<file path="src/rtl/if_fetch_unit.sv">
// Instruction-fetch stage: owns the fetch PC, drives a req/ack imem port
// and buffers {PC, instr} pairs in a small FIFO feeding IF/ID.
module if_fetch_unit #(
  parameter logic [31:0] RESET_PC  = 32'h0000_0000,
  parameter logic [31:0] NOP_INSTR = 32'h0000_0013,
  parameter int unsigned DEPTH     = 2
) (
  input  logic        CLK,
  input  logic        Resetn,
  input  logic        Stall,
  input  logic        Redirect,
  input  logic [31:0] Redirect_PC,
  output logic        imem_req,
  output logic [31:0] imem_addr,
  input  logic        imem_ack,
  input  logic [31:0] imem_rdata,
  output logic [31:0] PC_o,
  output logic [31:0] Instr_o,
  output logic        Valid_o
);

  localparam int unsigned PW = (DEPTH > 1) ? $clog2(DEPTH) : 1;
  localparam int unsigned CW = $clog2(DEPTH + 1);

  typedef enum logic [1:0] {
    BOOT,
    REQ,
    HOLD,
    DRAIN
  } state_e;

  state_e        state_q, state_d;
  logic [31:0]   pc_q, pc_d;
  logic [31:0]   addr_q, addr_d;
  logic [PW-1:0] wptr_q, wptr_d;
  logic [PW-1:0] rptr_q, rptr_d;
  logic [CW-1:0] cnt_q, cnt_d;
  logic [CW-1:0] cnt_inc;
  logic [31:0]   pcs_q [DEPTH];
  logic [31:0]   ins_q [DEPTH];
  logic [31:0]   redir_pc;
  logic          push, pop, flush;
  logic          unused_lsb;

  function automatic logic [PW-1:0] nxt(input logic [PW-1:0] p);
    return (p == PW'(DEPTH - 1)) ? '0 : p + 1'b1;
  endfunction

  assign redir_pc   = {Redirect_PC[31:2], 2'b00};
  assign unused_lsb = ^Redirect_PC[1:0];
  assign Valid_o    = (cnt_q != '0);
  assign flush      = Redirect;
  assign pop        = Valid_o && !Stall && !Redirect;
  assign cnt_inc    = pop ? cnt_q : cnt_q + 1'b1;

  assign imem_req  = (state_q == REQ) || (state_q == DRAIN);
  assign imem_addr = addr_q;
  assign PC_o      = Valid_o ? pcs_q[rptr_q] : pc_q;
  assign Instr_o   = Valid_o ? ins_q[rptr_q] : NOP_INSTR;

  // Fetch FSM: next state, next fetch PC, next request address, push.
  always_comb begin
    state_d = state_q;
    pc_d    = pc_q;
    addr_d  = addr_q;
    push    = 1'b0;
    unique case (state_q)
      BOOT: begin
        if (Redirect) pc_d = redir_pc;
        state_d = REQ;
        addr_d  = pc_d;
      end
      REQ: begin
        if (imem_ack && Redirect) begin
          pc_d   = redir_pc;
          addr_d = redir_pc;
        end else if (imem_ack) begin
          push = 1'b1;
          pc_d = pc_q + 32'd4;
          if (cnt_inc == CW'(DEPTH)) state_d = HOLD;
          else addr_d = pc_d;
        end else if (Redirect) begin
          pc_d    = redir_pc;
          state_d = DRAIN;
        end
      end
      HOLD: begin
        if (Redirect) begin
          pc_d    = redir_pc;
          addr_d  = redir_pc;
          state_d = REQ;
        end else if (pop) begin
          addr_d  = pc_q;
          state_d = REQ;
        end
      end
      DRAIN: begin
        if (Redirect) pc_d = redir_pc;
        if (imem_ack) begin
          addr_d  = pc_d;
          state_d = REQ;
        end
      end
      default: state_d = BOOT;
    endcase
  end

  // FIFO pointer and occupancy bookkeeping; a redirect empties it.
  always_comb begin
    wptr_d = wptr_q;
    rptr_d = rptr_q;
    cnt_d  = cnt_q;
    if (flush) begin
      wptr_d = '0;
      rptr_d = '0;
      cnt_d  = '0;
    end else begin
      if (push) wptr_d = nxt(wptr_q);
      if (pop)  rptr_d = nxt(rptr_q);
      if (push && !pop) cnt_d = cnt_q + 1'b1;
      if (!push && pop) cnt_d = cnt_q - 1'b1;
    end
  end

  // Control state registers.
  always_ff @(posedge CLK or negedge Resetn) begin
    if (!Resetn) begin
      state_q <= BOOT;
      pc_q    <= RESET_PC;
      addr_q  <= RESET_PC;
      wptr_q  <= '0;
      rptr_q  <= '0;
      cnt_q   <= '0;
    end else begin
      state_q <= state_d;
      pc_q    <= pc_d;
      addr_q  <= addr_d;
      wptr_q  <= wptr_d;
      rptr_q  <= rptr_d;
      cnt_q   <= cnt_d;
    end
  end

  // FIFO storage: capture the acked address and returned word.
  always_ff @(posedge CLK or negedge Resetn) begin
    if (!Resetn) begin
      for (int i = 0; i < int'(DEPTH); i++) begin
        pcs_q[i] <= '0;
        ins_q[i] <= '0;
      end
    end else if (push) begin
      pcs_q[wptr_q] <= addr_q;
      ins_q[wptr_q] <= imem_rdata;
    end
  end

endmodule

</file>
<file path="config.mk">
export PLATFORM = sky130hd
export DESIGN_NAME = if_fetch_unit
export DESIGN_NICKNAME = d
export VERILOG_FILES = /design/src/rtl/if_fetch_unit.sv
export SDC_FILE = /design/constraint.sdc
export NUM_CORES = 1
export LEC_CHECK = 0
export ABC_AREA = 1
export BUFFER_PORTS_ARGS = -buffer_cell sky130_fd_sc_hd__buf_4
export CORE_UTILIZATION = 59
export CTS_BUF_LIST = sky130_fd_sc_hd__clkbuf_8
export DETAILED_ROUTE_END_ITERATION = 7
export PLACE_DENSITY = 0.83
export SYNTH_ARGS = -nofsm -noshare
export SYNTH_HDL_FRONTEND = slang
export SYNTH_SLANG_ARGS = --single-unit
</file>
<file path="constraint.sdc">
create_clock -name CLK -period 5.6 [get_ports CLK]
set_input_delay 1.12 -clock CLK [delete_from_list [all_inputs] [get_ports CLK]]
set_output_delay 1.12 -clock CLK [all_outputs]
set_load 0.005 [all_outputs]
</file>
==> results by group, run 1 <==
Outcome
  • Status: finished, final reports clean

Detailed routing
  • Drt pass-1 iters: 6
  • DR vias: 10000
  • Via density: 5.66
  • Wire per inst: 16.4 um
  • DRC: 0
  • Post-route ant nets: 0
  • WL final: 28900 um
  • First DRT Iteration DRCs: 1050

Global routing
  • Initial antenna violation count: 0
  • Vias in the first global route: 9112
  • Largest net degree at the start of global routing: 121
  • First-pass GRT wire length: 46300 um
  • Gr usage total: 0.322
  • GRT overflow: 0

Setup path
  • Crit Path Class: reg -> out
  • CP required: 4480 ps
  • Worst setup SP type: register
  • Crit. Startpoint: rptr_q$_DFFE_PN0P_
  • Crit. End Element: primary output
  • CP max FO: 35
  • R2R depth: 11
  • Worst r2r src: cnt_q[0]$_DFFE_PN0P_
  • Critical Path AT: 2480 ps

STA
  • Final Cycle Share: 0.643
  • Setup tns final: 0 ps
  • Max frequency: 278 MHz
  • Hold Fails Final Rpt: 0
  • Slew Limit Headroom: 0.332
  • Slew Viols, Final: 0
  • Setup violations, final: 0
  • RSZ-0062 raised after global routing: false
  • Layout Skew: 9.27 ps
  • Min cycle time layout: 3600 ps
  • Worst-margin pin slew: 1000 ps

Finish
  • Share of cells above drive strength 1: 0.179
  • Nets: 1602
  • Syn-to-layout area delta: 15.1%
  • Cell area after layout: 12300 um^2
  • Diodes inserted: 0
  • Most frequent cells in the layout: 399 x nand2_1, 197 x dfrtp_1, 179 x nor2_1
  • Leading cell type in the layout, fill and taps excluded: nand2_1

Logic synthesis
  • Sequential area share after synthesis: 0.465
  • Yosys warns: 0
  • Average cell area after synthesis: 7.50 um^2
  • Synth top area cells: dfrtp_1 47%, nand2_1 14%, o21ai_0 7.4%
  • Netlist cell types: 36
  • Syn Nets: 1491
  • FF+latch count, synth: 198
  • Synth Cell Area: 10600 um^2
  • Gate Count Post-Synth: 1420
  • Post-synth top area cell: dfrtp_1
  • Yosys top cell area share: 0.465

Floorplan
  • Row cnt: 48
  • Placeable Area: 17500 um^2
  • Die ar.: 18600 um^2
  • Chip width: 136 um
  • Initial core utilization: 0.609
  • Top Ports: 167
  • Die H: 136 um

Pwr
  • P per Cell Area: 545 nW/um^2
  • IR drop worst, VDD: 0.000276 V
  • Lkg Pwr: 6.19 nW

Placed design
  • Detailed placement HPWL: 19100 um
  • Placed Area: 11900 um^2
  • Port Buffers: 164
  • GP Congestion: 0.920

Clock network
  • CTS sink count: 198
  • Cts bufs inserted: 17
  • Max clock buf depth: 2
  • PostCTS Resize Cnt: 0
  • CTS tree: done
  • Clk Latency, worst-skew pair: 470 ps
  • # hold bufs at CTS: 0
  • Clock tree root driver cell: clkbuf_8
  • Clock transition at path regs: 100 ps
  • H-tree levels: 4
  • Postcts setup bufs: 0

Hold path
  • Hold Crit Class: reg -> reg
  • Worst hold stages: 2
  • HP Start: ins_q[39]$_DFFE_PN0P_

Run
  • Number of max-cap violations: 0
## path summary, 6_finish.rpt
check / to / slack, ps
worst min register to register: ins_q[39]$_DFFE_PN0P_ / 480
worst max-delay path: PC_o[16] / 2000
min in group asynchronous: ins_q[59]$_DFFE_PN0P_ / 730
worst min-delay path: ins_q[39]$_DFFE_PN0P_ / 480
worst max register to register: imem_addr[6]$_DFFE_PN0P_ / 2680
max in group asynchronous: rptr_q$_DFFE_PN0P_ / 3680
## per-stage QoR
step / total power [mW] / instances / worst slack, ps / hold WS, ps / utilization
final: 6.67 / 1769 / 2000 / 485 / 0.701
after floorplan: 4.38 / 1420 / 3040 / 450 / -
after global routing: 7.16 / 1769 / 1920 / 511 / 0.701
after global placement: 5.63 / 1737 / 1850 / 458 / 0.679
after detailed placement: 5.74 / 1737 / 1780 / 463 / 0.679
after CTS: 6.66 / 1769 / 2020 / 488 / 0.701
## synthesized netlist by cell type
library cell	instances
a21boi_0	1
a21o_1	1
a21oi_1	80
a22oi_1	27
a31oi_1	1
buf_1	9
buf_2	6
buf_4	2
buf_6	12
clkbuf_1	56
dfrtp_1	198
ha_1	2
inv_1	115
inv_2	5
mux2i_1	1
nand2_1	400
nand3_1	47
nand3b_1	1
nand4_1	4
nor2_1	179
nor2_2	1
nor2_4	2
nor3_1	3
o211ai_1	12
o21a_1	7
o21ai_0	158
o21ai_1	9
o21ai_2	55
o21bai_1	5
o221ai_1	3
o22ai_1	1
o311ai_0	2
or2_1	1
or2_2	1
xnor2_1	2
xor2_1	11
## cell type report
class	instances	area, um^2
fill	1408	5230
sequential	198	4960
multi-input combinational	1017	4830
timing repair buffer	177	1350
inverter	120	450
tap	225	282
clock buffer	19	262
clock inverter	13	123
## kinds of logic after synthesis
| group | Yosys count | share of synthesized area |
|---|---|---|
| buffers and inverters | 205 | 0.0821 |
| flip-flops | 198 | 0.465 |
| AO/OA/AOI/OAI | 362 | 0.204 |
| XOR/XNOR | 13 | 0.0107 |
| multiplexers | 1 | 0.000940 |
| adder cells (fa/ha/maj) | 2 | 0.00235 |
| AND/OR/NAND/NOR | 639 | 0.235 |
## per-layer routing
metal / track usage / up-vias / part of all wire
met4: 0.0759 / 0 / 0.018
met1: 0.456 / 4718 / 0.43
met5: 0 / - / 0
li1: - / 4812 / -
met2: 0.514 / 441 / 0.47
met3: 0.0556 / 49 / 0.084
## flip-flops by register name (all words and copies together) (netlist names)
name       cells
state_q        2
pc_q          32
ins_q         64
imem_addr     32
pcs_q         64
wptr_q         1
cnt_q          2
rptr_q         1
## critical path, cell delays in order, from the launching register on
cell	delay, ps
dfrtp_2	420
inv_2	500
buf_4	520
nand2_1	90
a22oi_1	270
buf_4	170
## where the power goes
part           switching [mW]  total [mW]  internal (mW)
Combinational            1.95        3.30           1.35
Clock                   0.532       0.916          0.384
Sequential              0.424        2.46           2.03
(Power assumes the default switching activity.)
==> inputs of run 2 (changes only) <==
Clock period 5.6 ns to 3.5 ns, I/O delays scaled along.
==> run 2 against run 1 <==
  * Final cell count increased by 0.45%
  * Sequential power is 61% higher
  * First-iteration DRC count down 0.67%
  * Power increased by 60%
  * Clock power is 55% higher
  * Critical path depth unchanged
  * Flip-flop and latch count unchanged
  * Global-route usage fell by 0.14 points
  * Largest cell class unchanged
  * Highest routed layer unchanged
==> results by group, run 2 (synthesis gave the netlist of run 1 again) <==
STA
  • Layout Skew: 15.3 ps
  • Final Cycle Share: 0.851
  • Setup violations, final: 0
  • Min cycle time layout: 2980 ps
  • Slew Limit Headroom: 0.197
  • Hold Fails Final Rpt: 0
  • Worst-margin pin slew: 1200 ps
  • Setup tns final: 0 ps
  • Max frequency: 336 MHz
  • Slew Viols, Final: 0
  • Worst hold margin: 247 ps
  • RSZ-0062 raised after global routing: false

Setup path
  • CP required: 2800 ps
  • R2R depth: 12
  • Worst path slowest cell: dfrtp_2
  • Crit Path Class: reg -> out
  • Crit. Startpoint: rptr_q$_DFFE_PN0P_
  • CP Capture Point: PC_o[8]
  • Internal reg-to-reg setup slack: 1160 ps
  • Worst r2r src: cnt_q[0]$_DFFE_PN0P_
  • Worst setup SP type: register
  • RR Endpoint: imem_addr[6]$_DFFE_PN0P_
  • CP cell instances: inv_2 -> buf_4 -> nand2_1 -> a22oi_1 -> buf_4
  • CP max FO: 40
  • Crit. End Element: primary output
  • Most used cell, CP: buf_4
  • Largest stage delay on the critical path: 660 ps
  • Critical Path AT: 2280 ps

Detailed routing
  • DR vias: 10100
  • WL final: 28800 um
  • Wire per inst: 16.2 um
  • Post-route ant nets: 0
  • Drt pass-1 iters: 5
  • Via density: 5.68
  • DRC: 0
  • First DRT Iteration DRCs: 1043

Finish
  • Syn-to-layout area delta: 15.9%
  • Biggest registers after layout: ins_q: 64 flops, pcs_q: 64 flops
  • Nets: 1611
  • Most frequent cells in the layout: 399 x nand2_1, 197 x dfrtp_1, 181 x buf_4
  • Leading cell type in the layout, fill and taps excluded: nand2_1
  • Share of cells above drive strength 1: 0.183
  • Finished Layout Cells: 1777
  • Diodes inserted: 0

Pwr
  • Combinational power share: 0.495
  • Cell-internal power: 6.06 mW
  • Lkg Pwr: 6.24 nW
  • IR drop worst, VDD: 0.000470 V
  • Seq pwr share: 0.372
  • Clk network pwr share: 0.133
  • Sw power: 4.61 mW
  • P per Cell Area: 865 nW/um^2
  • Sw Share: 0.432

Floorplan
  • Chip width: 136 um
  • Top Ports: 167
  • Die H: 136 um
  • Placeable Area: 17500 um^2
  • Initial core utilization: 0.609
  • Row cnt: 48
  • Die ar.: 18600 um^2

Clock network
  • Clock transition at path regs: 100 ps
  • PostCTS Resize Cnt: 0
  • Cts bufs inserted: 17
  • # hold bufs at CTS: 0
  • H-tree levels: 4
  • Postcts setup bufs: 0
  • Clk Latency, worst-skew pair: 470 ps
  • Max clock buf depth: 2
  • Clock tree root driver cell: clkbuf_8
  • CTS sink count: 198
  • CTS tree: done

Global routing
  • Gr usage total: 0.320
  • GRT overflow: 0
  • Vias in the first global route: 9179
  • First-pass GRT wire length: 45900 um
  • Largest net degree at the start of global routing: 129
  • Initial antenna violation count: 0

Outcome
  • Status: finished, final reports clean

Placed design
  • Detailed placement HPWL: 19700 um
  • Dpl cells: 1746
  • Port Buffers: 164
  • GP Congestion: 0.950

Run
  • Number of max-cap violations: 0

Hold path
  • Hold Crit Class: in -> async
-- run 2: cell types whose count changed in the layout (fill, tap and decap cells not counted) --
| cell | before | now |
|---|---|---|
| buf_4 | 175 | 181 |
| buf_12 | 1 | 4 |
| inv_6 | 4 | 3 |
| clkbuf_8 | 20 | 19 |
| clkinv_4 | 0 | 1 |
-- run 2: how the worst min path moves through the flow --
stage	slack [ps]	endpoint	from	depth (start not counted)
floorplan	400	cnt_q[0]$_DFFE_PN0P_	Resetn	0
global placement	460	ins_q[34]$_DFFE_PN0P_	ins_q[34]$_DFFE_PN0P_	2
detailed placement	460	ins_q[41]$_DFFE_PN0P_	ins_q[41]$_DFFE_PN0P_	2
CTS	270	ins_q[27]$_DFFE_PN0P_	Resetn	1
global route	290	ins_q[27]$_DFFE_PN0P_	Resetn	1
finish	250	ins_q[27]$_DFFE_PN0P_	Resetn	1
-- run 2: per-stage QoR --
step | utilization | worst slack [ps] | cell area, um^2 | power, mW
global placement | 0.685 | 831 | 12000 | 9.07
floorplan | - | 1360 | 10600 | 7.01
finish | 0.706 | 522 | 12300 | 10.7
detailed placement | 0.685 | 770 | 12000 | 9.24
global route | 0.706 | 458 | 12300 | 11.5
CTS | 0.706 | 514 | 12300 | 10.7
-- run 2: routing by layer --
metal	wire [um]	global-route usage	part of all wire
met1	12300	0.445	0.43
met2	13200	0.497	0.46
met3	2220	0.0403	0.077
met4	1070	0.156	0.037
met5	0	0	0
-- run 2: area by class of cell --
| cell class | count | area (um^2) |
|---|---|---|
| Fill cell | 1431 | 5130 |
| Multi-Input combinational cell | 1017 | 4830 |
| Clock buffer | 18 | 248 |
| Inverter | 120 | 450 |
| Clock inverter | 13 | 123 |
| Timing Repair Buffer | 186 | 1450 |
| Tap cell | 225 | 282 |
| Sequential cell | 198 | 4960 |
-- run 2: worst max-delay path: cells and delay by family (launching register included) --
kind / cells / cell delay (ps)
compound gates: 1 / 270
buf+inv: 3 / 730
simple gates: 1 / 130
flops: 1 / 660
-- run 2: power groups by stage --
stage	clock network [mW]	logic (mW)	registers, mW
finish	1.42	5.29	3.97
detailed placement	0	5.25	3.99
global placement	0	5.13	3.94
global route	1.52	5.88	4.08
CTS	1.44	5.28	3.95
floorplan	0	3.23	3.78
